===== config.mk =====
export PLATFORM = sky130hd
export DESIGN_NAME = conv1_bnn_pipe
export DESIGN_NICKNAME = d
export VERILOG_FILES = /design/src/rtl/conv_pkg.sv /design/src/rtl/bnn_dot.sv /design/src/rtl/conv1_bnn_pipe.sv
export SDC_FILE = /design/constraint.sdc
export NUM_CORES = 2
export LEC_CHECK = 0
export BUFFER_PORTS_ARGS = -buffer_cell sky130_fd_sc_hd__buf_2
export CAP_MARGIN = 20
export CORE_ASPECT_RATIO = 0.9
export CORE_UTILIZATION = 45
export CTS_CLUSTER_DIAMETER = 200
export DETAILED_ROUTE_END_ITERATION = 12
export GPL_ROUTABILITY_DRIVEN = 0
export GPL_TIMING_DRIVEN = 1
export SYNTH_ARGS = -nofsm -noshare
export SYNTH_HDL_FRONTEND = slang
export SYNTH_SLANG_ARGS = --single-unit

===== constraint.sdc =====
create_clock -name clk -period 13.95 [get_ports clk]
set_input_delay 0 -clock clk [delete_from_list [all_inputs] [get_ports clk]]
set_output_delay 0 -clock clk [all_outputs]
set_load 0.02 [all_outputs]

===== src/rtl/conv_pkg.sv =====
// Shared sizing helpers and reset defaults for the binary-weight conv1 stage
// and the window buffer that feeds it.
package conv_pkg;

   localparam logic DEF_WEIGHT_BIT = 1'b1;
   localparam int   DEF_THRESH     = 0;

   function automatic int win_size(input int k);
      return k * k;
   endfunction

   // One sign bit plus enough headroom for WIN full-scale pixels.
   function automatic int sum_w(input int pix_w, input int k);
      return pix_w + $clog2(k * k) + 1;
   endfunction

   function automatic int pix_lo(input int idx, input int pix_w);
      return idx * pix_w;
   endfunction

endpackage


===== src/rtl/bnn_dot.sv =====
// Signed +/-1 weighted sum of one window of unsigned pixels.
module bnn_dot
   import conv_pkg::*;
#(
   parameter int PIX_W = 8,
   parameter int WIN   = 9,
   parameter int SUM_W = PIX_W + $clog2(WIN) + 1
) (
   input  logic [WIN*PIX_W-1:0]    pix,
   input  logic [WIN-1:0]          w,
   output logic signed [SUM_W-1:0] s
);

   logic signed [SUM_W-1:0] p_ext;

   always_comb begin
      s     = '0;
      p_ext = '0;
      for (int i = 0; i < WIN; i++) begin
         p_ext = SUM_W'(pix[pix_lo(i, PIX_W) +: PIX_W]);
         s     = w[i] ? s + p_ext : s - p_ext;
      end
   end

endmodule


===== src/rtl/conv1_bnn_pipe.sv =====
// Binary-weight first conv layer: one K x K window in, N_CH thresholded bits out,
// two register stages with valid/ready on both sides and run-time weights.
module conv1_bnn_pipe
   import conv_pkg::*;
#(
   parameter int PIX_W = 8,
   parameter int K     = 3,
   parameter int N_CH  = 8,
   parameter int SUM_W = sum_w(PIX_W, K)
) (
   input  logic                      clk,
   input  logic                      rst_n,
   input  logic                      cfg_we,
   input  logic [$clog2(N_CH)-1:0]   cfg_ch,
   input  logic [K*K-1:0]            cfg_weight,
   input  logic signed [SUM_W-1:0]   cfg_thresh,
   input  logic                      win_valid,
   output logic                      win_ready,
   input  logic [K*K*PIX_W-1:0]      win_pix,
   output logic                      out_valid,
   input  logic                      out_ready,
   output logic [N_CH-1:0]           out_bits
);

   // Handshake: a transfer occurs on a cycle with valid && ready; ready never
   // depends on the local valid, and out_bits holds while out_valid && !out_ready.
   localparam int WIN  = win_size(K);
   localparam int CH_W = $clog2(N_CH);
   localparam int D_W  = SUM_W + 1;

   logic [WIN-1:0]          w_q  [N_CH];
   logic signed [SUM_W-1:0] t_q  [N_CH];
   logic signed [SUM_W-1:0] sum  [N_CH];
   logic signed [D_W-1:0]   diff [N_CH];
   logic signed [D_W-1:0]   d1_q [N_CH];
   logic                    s1_valid;
   logic                    s2_valid;
   logic                    s1_adv;
   logic                    s2_adv;
   logic                    accept;
   logic [N_CH-1:0]         bits_next;
   logic [N_CH-1:0]         bits_q;

   // Matching each slot against cfg_ch drops out-of-range channels for free.
   always_ff @(posedge clk) begin
      if (!rst_n) begin
         for (int c = 0; c < N_CH; c++) begin
            w_q[c] <= {WIN{DEF_WEIGHT_BIT}};
            t_q[c] <= SUM_W'(DEF_THRESH);
         end
      end else if (cfg_we) begin
         for (int c = 0; c < N_CH; c++) begin
            if (cfg_ch == CH_W'(c)) begin
               w_q[c] <= cfg_weight;
               t_q[c] <= cfg_thresh;
            end
         end
      end
   end

   for (genvar g = 0; g < N_CH; g++) begin : g_ch
      bnn_dot #(
         .PIX_W (PIX_W),
         .WIN   (WIN),
         .SUM_W (SUM_W)
      ) u_dot (
         .pix (win_pix),
         .w   (w_q[g]),
         .s   (sum[g])
      );
      assign diff[g]      = $signed({sum[g][SUM_W-1], sum[g]}) - $signed({t_q[g][SUM_W-1], t_q[g]});
      assign bits_next[g] = !d1_q[g][D_W-1] && (d1_q[g] != '0);
   end

   assign s2_adv    = !s2_valid || out_ready;
   assign s1_adv    = !s1_valid || s2_adv;
   assign win_ready = s1_adv;
   assign accept    = win_valid && s1_adv;

   always_ff @(posedge clk) begin
      if (!rst_n) begin
         s1_valid <= 1'b0;
         s2_valid <= 1'b0;
         bits_q   <= '0;
         for (int c = 0; c < N_CH; c++) begin
            d1_q[c] <= '0;
         end
      end else begin
         if (s1_adv) begin
            s1_valid <= accept;
         end
         if (accept) begin
            for (int c = 0; c < N_CH; c++) begin
               d1_q[c] <= diff[c];
            end
         end
         // Empty slots load zero so out_bits reads 0 whenever out_valid is low.
         if (s2_adv) begin
            s2_valid <= s1_valid;
            bits_q   <= s1_valid ? bits_next : '0;
         end
      end
   end

   assign out_valid = s2_valid;
   assign out_bits  = bits_q;

endmodule


# --- Word level (Yosys, flattened, before mapping) ---
# Memory sizes are Yosys's and may differ from the RTL's.
# Cells that the tools add are included.
word_totals:
  ff_bits: 10
  ram_bits: 288
  in_bits: 102
  out_inout_bits: 10
  elab_cells: 337
  memories: 3
mem_list:
  columns: ["name", "depth", "word_bits", "read_ports", "rd_ports_with_merged_regs", "write_ports", "line_no", "source"]
  rows:
  - ["d1_q", 8, 14, 8, 0, 8, "conv1_bnn_pipe.sv:35", "logic signed [D_W-1:0] d1_q [N_CH];"]
  - ["t_q", 8, 13, 8, 0, 8, "conv1_bnn_pipe.sv:32", "logic signed [SUM_W-1:0] t_q [N_CH];"]
  - ["w_q", 8, 9, 8, 0, 8, "conv1_bnn_pipe.sv:31", "logic [WIN-1:0] w_q [N_CH];"]
classes:
  n_addsub: 137
  n_eq_ne: 7
  muxes: 133
  bitwise: 24
  n_reduce_logical: 30
ops:
  columns: ["operator", "count"]
  rows:
  - ["$mux 13", 80]
  - ["$add 13x9->13", 64]
  - ["$sub 13x9->13", 64]
  - ["$mux 14", 8]
  - ["$reduce_bool 14->1", 8]
  - ["$sub 13x13->14", 8]
  - ["$mux 9", 8]
  - ["$mux 1", 36]
  - ["$or 1x1->1", 24]
  - ["$eq 3x3->1 const B", 4]
  - ["$logic_not 1->1", 10]
  - ["$logic_and 1x1->1", 9]
  - ["$sub 1x8->9 const A", 1]
  - ["$mux 8", 1]
  - ["$eq 3x2->1 const B", 2]
  - ["$eq 3x1->1 const B", 1]
  - ["$logic_not 3->1", 1]
  - ["$logic_or 1x1->1", 2]

# --- Logic depth before layout (Yosys ltp) ---
depth:
  ltp_word: 20
  mapped_depth: 52
  mapped_depth_nobuf: 50

# --- Hierarchy ---
# From an unflattened synthesis, not the netlist that was laid out.
hier_totals:
  cells_unflattened: 7287
  hier_area_um2: 59012.8
modules_own_cells:
  columns: ["module", "instances", "cells_each", "area_each_um2", "seq_area_each_um2"]
  rows:
  - ["bnn_dot at g_ch[2].u_dot ...", 4, 738, 5445.2, 0.0]
  - ["conv1_bnn_pipe", 1, 1417, 15726.3, 8848.5]
  - ["bnn_dot at g_ch[0].u_dot ...", 2, 732, 5381.4, 0.0]
  - ["bnn_dot at g_ch[4].u_dot", 1, 728, 5418.9, 0.0]
  - ["bnn_dot at g_ch[1].u_dot", 1, 726, 5323.9, 0.0]

# --- Least setup slack after synthesis ---
# No wires, ideal clock.
synth_path:
  kind: "input to register"
  startpoint: "input win_pix[9]"
  endpoint: "memory d1_q[1][13] (netlist bit), data pin"
  setup_time_ps: 174
  t_arrival_ps: 9090
  required_ps: 13776
  path_slack_ps: 4685
  path_stages: 40
  n_path_buf: 3
  cell_sequence: "clkbuf_1 inv_1 ha_1 clkbuf_1 nor3b_1 nor3b_2 nor3b_1 buf_2 nor2_1 ha_1 xnor2_1 ha_1 xor2_1 ha_1 inv_1 nor2_1 o31a_1 nor2_1 [... 4 more ...] xnor2_1 ha_1 a21o_1 or4_1 nand2_1 xnor2_1 ha_1 o41ai_1 xnor2_1 ha_1 a21oi_1 xor2_1 xnor3_1 xnor3_1 ha_1 nand2b_1 a21boi_0 a311oi_1"
synth_rtl:
  columns: ["element", "line_no", "source"]
  rows:
  - ["from (decl)", "conv1_bnn_pipe.sv:19", "input logic [K*K*PIX_W-1:0] win_pix,"]
  - ["to (decl)", "conv1_bnn_pipe.sv:35", null]

==> run metrics <==
Final ANT Viol Nets 0; fin nets 7,545; Die Y 329 um; RSZ-0062 raised after global routing no; Synth top cells by count 1,286 x nor2_1, 833 x ha_1, 642 x xnor2_1; CTS-repair resized insts 0; final hold slack 0.0947 ns; row cnt 119; DR WL/cell 21.8 um; Yosys reg bits 298; final WL 178,000 um; top-count cell post-synth nor2_1; starting density of the core 45.5%; ys async rst share 0%; crit path kind reg2reg; Post-DP HPWL 147,000 um; Clk Latency, worst-skew pair 0.60 ns; R2R Path End d1_q[1][55]; EDFF count, synth 288; clock tree buffer depth 3; post-CTS setup repair buffer count 0; synthesis warning total 0; slowest cell delay on critical path 0.55 ns; first-pass GRT wire length 263,000 um; crit path to d1_q[1][55]; H-tree Lvls 2; num ports 112; root buf cell clkbuf_16; Slew Viols, Final 0; Setup crit start w_q[1][27]; Vias 47,035; DR vias/cell 5.77; Worst slew margin 17.0%; share of post-route cells with drive strength above 1 6.49%; Die Area 120,000 um2; Final Hold Fails 0; initial antenna violation count 13; synth unique cells 71; placeable core area 117,000 um2; CP arrival 10.84 ns; synth-to-layout area growth 6.69%; worst slew pin tran 1.24 ns; vias in the first global route 43,865; crit path time final 10.46 ns; Req. time, crit path 14.33 ns; TritonCTS buffer count 37; crit share post-route 75.0%; Clock Sink Count 298; DR DRC count 0; largest net degree at the start of global routing 69; Worst Setup End Kind flip-flop; f_max 95.6 MHz; Remaining Overflow, GRT 0; Setup crit start kind flip-flop; Synth area leader ha_1; reg2reg setup slack 3.49 ns; worst r2r path cells 43; synth top area cells ha_1 19%, edfxtp_1 16%, xnor2_1 11%; ys flop type edfxtp_1; sequential cell area fraction in the yosys report 16.5%; initial drt markers 3,932; area share of the largest cell type after synthesis 19.5%; max cap viols 0; status complete, no violations; r2r startpoint w_q[1][27]; TritonRoute pass-1 iters 5; syn_area_per_cell 8.21 um2; total track usage 28.8%; worst clock skew 0.0332 ns; Synth Cell Area 53,500 um2; syn_nets 7,526; Clock transition at path regs 0.06 ns; Die W 365 um; critical path fanouts, max 8; Cells after Synth 6,519; CP max-delay cell edfxtp_1; Hold WC Path Type in2reg; CTS tree built; Buffers on Ports 111; TNS Setup 0 ns; final setup fails 0
## critical path, delay by kind of cell, from the launching register on
family	cells	cell delay, ns
flip-flops	1	0.55
XOR/XNOR	10	2.32
AO/OA/AOI/OAI	13	2.91
buffers and inverters	1	0.06
adder cells (fa/ha/maj)	9	3.22
AND/OR/NAND/NOR	9	0.87
multiplexers	1	0.31
## per-stage QoR
| step | instances | util [%] | setup slack (ns) | instance area (um2) |
|---|---|---|---|---|
| after floorplan | 6519 | - | 4.69 | 53500 |
| after global placement | 8058 | 47.4 | 3.30 | 55700 |
| after detailed placement | 8058 | 47.4 | 3.09 | 55700 |
| after CTS | 8138 | 48.6 | 3.63 | 57100 |
| after global routing | 8146 | 48.6 | 2.91 | 57100 |
| final | 8146 | 48.6 | 3.49 | 57100 |
## layout make-up
| cell class | instances | area [um2] |
|---|---|---|
| inverter | 323 | 1210 |
| fill | 11429 | 60400 |
| multi-input combinational | 5679 | 42600 |
| tap | 1573 | 1970 |
| clock inverter | 20 | 223 |
| sequential | 298 | 8850 |
| antenna | 6 | 15.0 |
| clock buffer | 48 | 998 |
| timing repair buffer | 199 | 1250 |
## cells by family (layout without fill, tap and decap cells)
family / count (synthesis) / count (layout) / synth area share (%)
adders and majority gates: 905 / 905 / 22.2
and+or+nand+nor: 2113 / 2113 / 18.3
AOI/OAI and AO/OA: 1381 / 1381 / 17.2
buffers and inverters: 542 / 590 / 4.05
DFF: 298 / 298 / 16.5
xor gates and xnor gates: 1200 / 1200 / 20.1
other: 0 / 6 / 0
muxes: 80 / 80 / 1.65
## registers in the layout (all words and copies together) (netlist names)
signal and flops:
d1_q 112, out_bits 8, out_valid 1, s1_valid 1
t_q 104, w_q 72
## layout by cell type, fill, tap and decap left out, types with 64 or more instances in the layout
| cell | netlist | routed |
|---|---|---|
| a21oi_1 | 430 | 430 |
| buf_4 | 8 | 75 |
| xor2_1 | 534 | 534 |
| o21ai_0 | 179 | 177 |
| or3_1 | 65 | 65 |
| nor2b_1 | 137 | 135 |
| o21bai_1 | 107 | 107 |
| o41ai_1 | 82 | 82 |
| fa_1 | 72 | 72 |
| o31a_1 | 64 | 64 |
| a21o_1 | 142 | 142 |
| xnor2_1 | 642 | 642 |
| edfxtp_1 | 288 | 288 |
| mux2_2 | 65 | 65 |
| ha_1 | 833 | 833 |
| buf_2 | 23 | 111 |
| nand2_1 | 105 | 102 |
| nor3_1 | 230 | 230 |
| inv_1 | 322 | 322 |
| o21a_1 | 214 | 214 |
| nor2_1 | 1286 | 1286 |
## timing repair
item	in CTS	in global routing
hold buffers	12	0
hold endpoints to repair	75	0
setup endpoints to repair	0	0
## layer usage
layer	part of all wire, %	wire length, um	global-route usage, %	up-vias
li1	-	-	-	22828
met1	47	83400	42.2	22517
met2	42	75500	43.8	1502
met3	8.2	14600	4.39	186
met4	2.4	4240	6.97	2
met5	0.0039	7	0	-
## how the worst min path moves through the flow
| stage | start | end | slack, ns | cells past startpoint |
|---|---|---|---|---|
| 6_report | cfg_ch[0] | t_q[1][50] | 0.09 | 3 |
| 5_1_grt | cfg_ch[0] | t_q[1][50] | 0.13 | 3 |
| 4_1_cts | cfg_ch[0] | t_q[1][50] | 0.08 | 3 |
| 3_5_place_dp | win_valid | s1_valid | 0.28 | 3 |
| 3_3_place_gp | win_valid | s1_valid | 0.25 | 3 |
| 2_1_floorplan | win_valid | s1_valid | 0.12 | 2 |
Power is not shown: default switching activity piles up to over one toggle a cycle in this logic, so the estimate is an artifact.
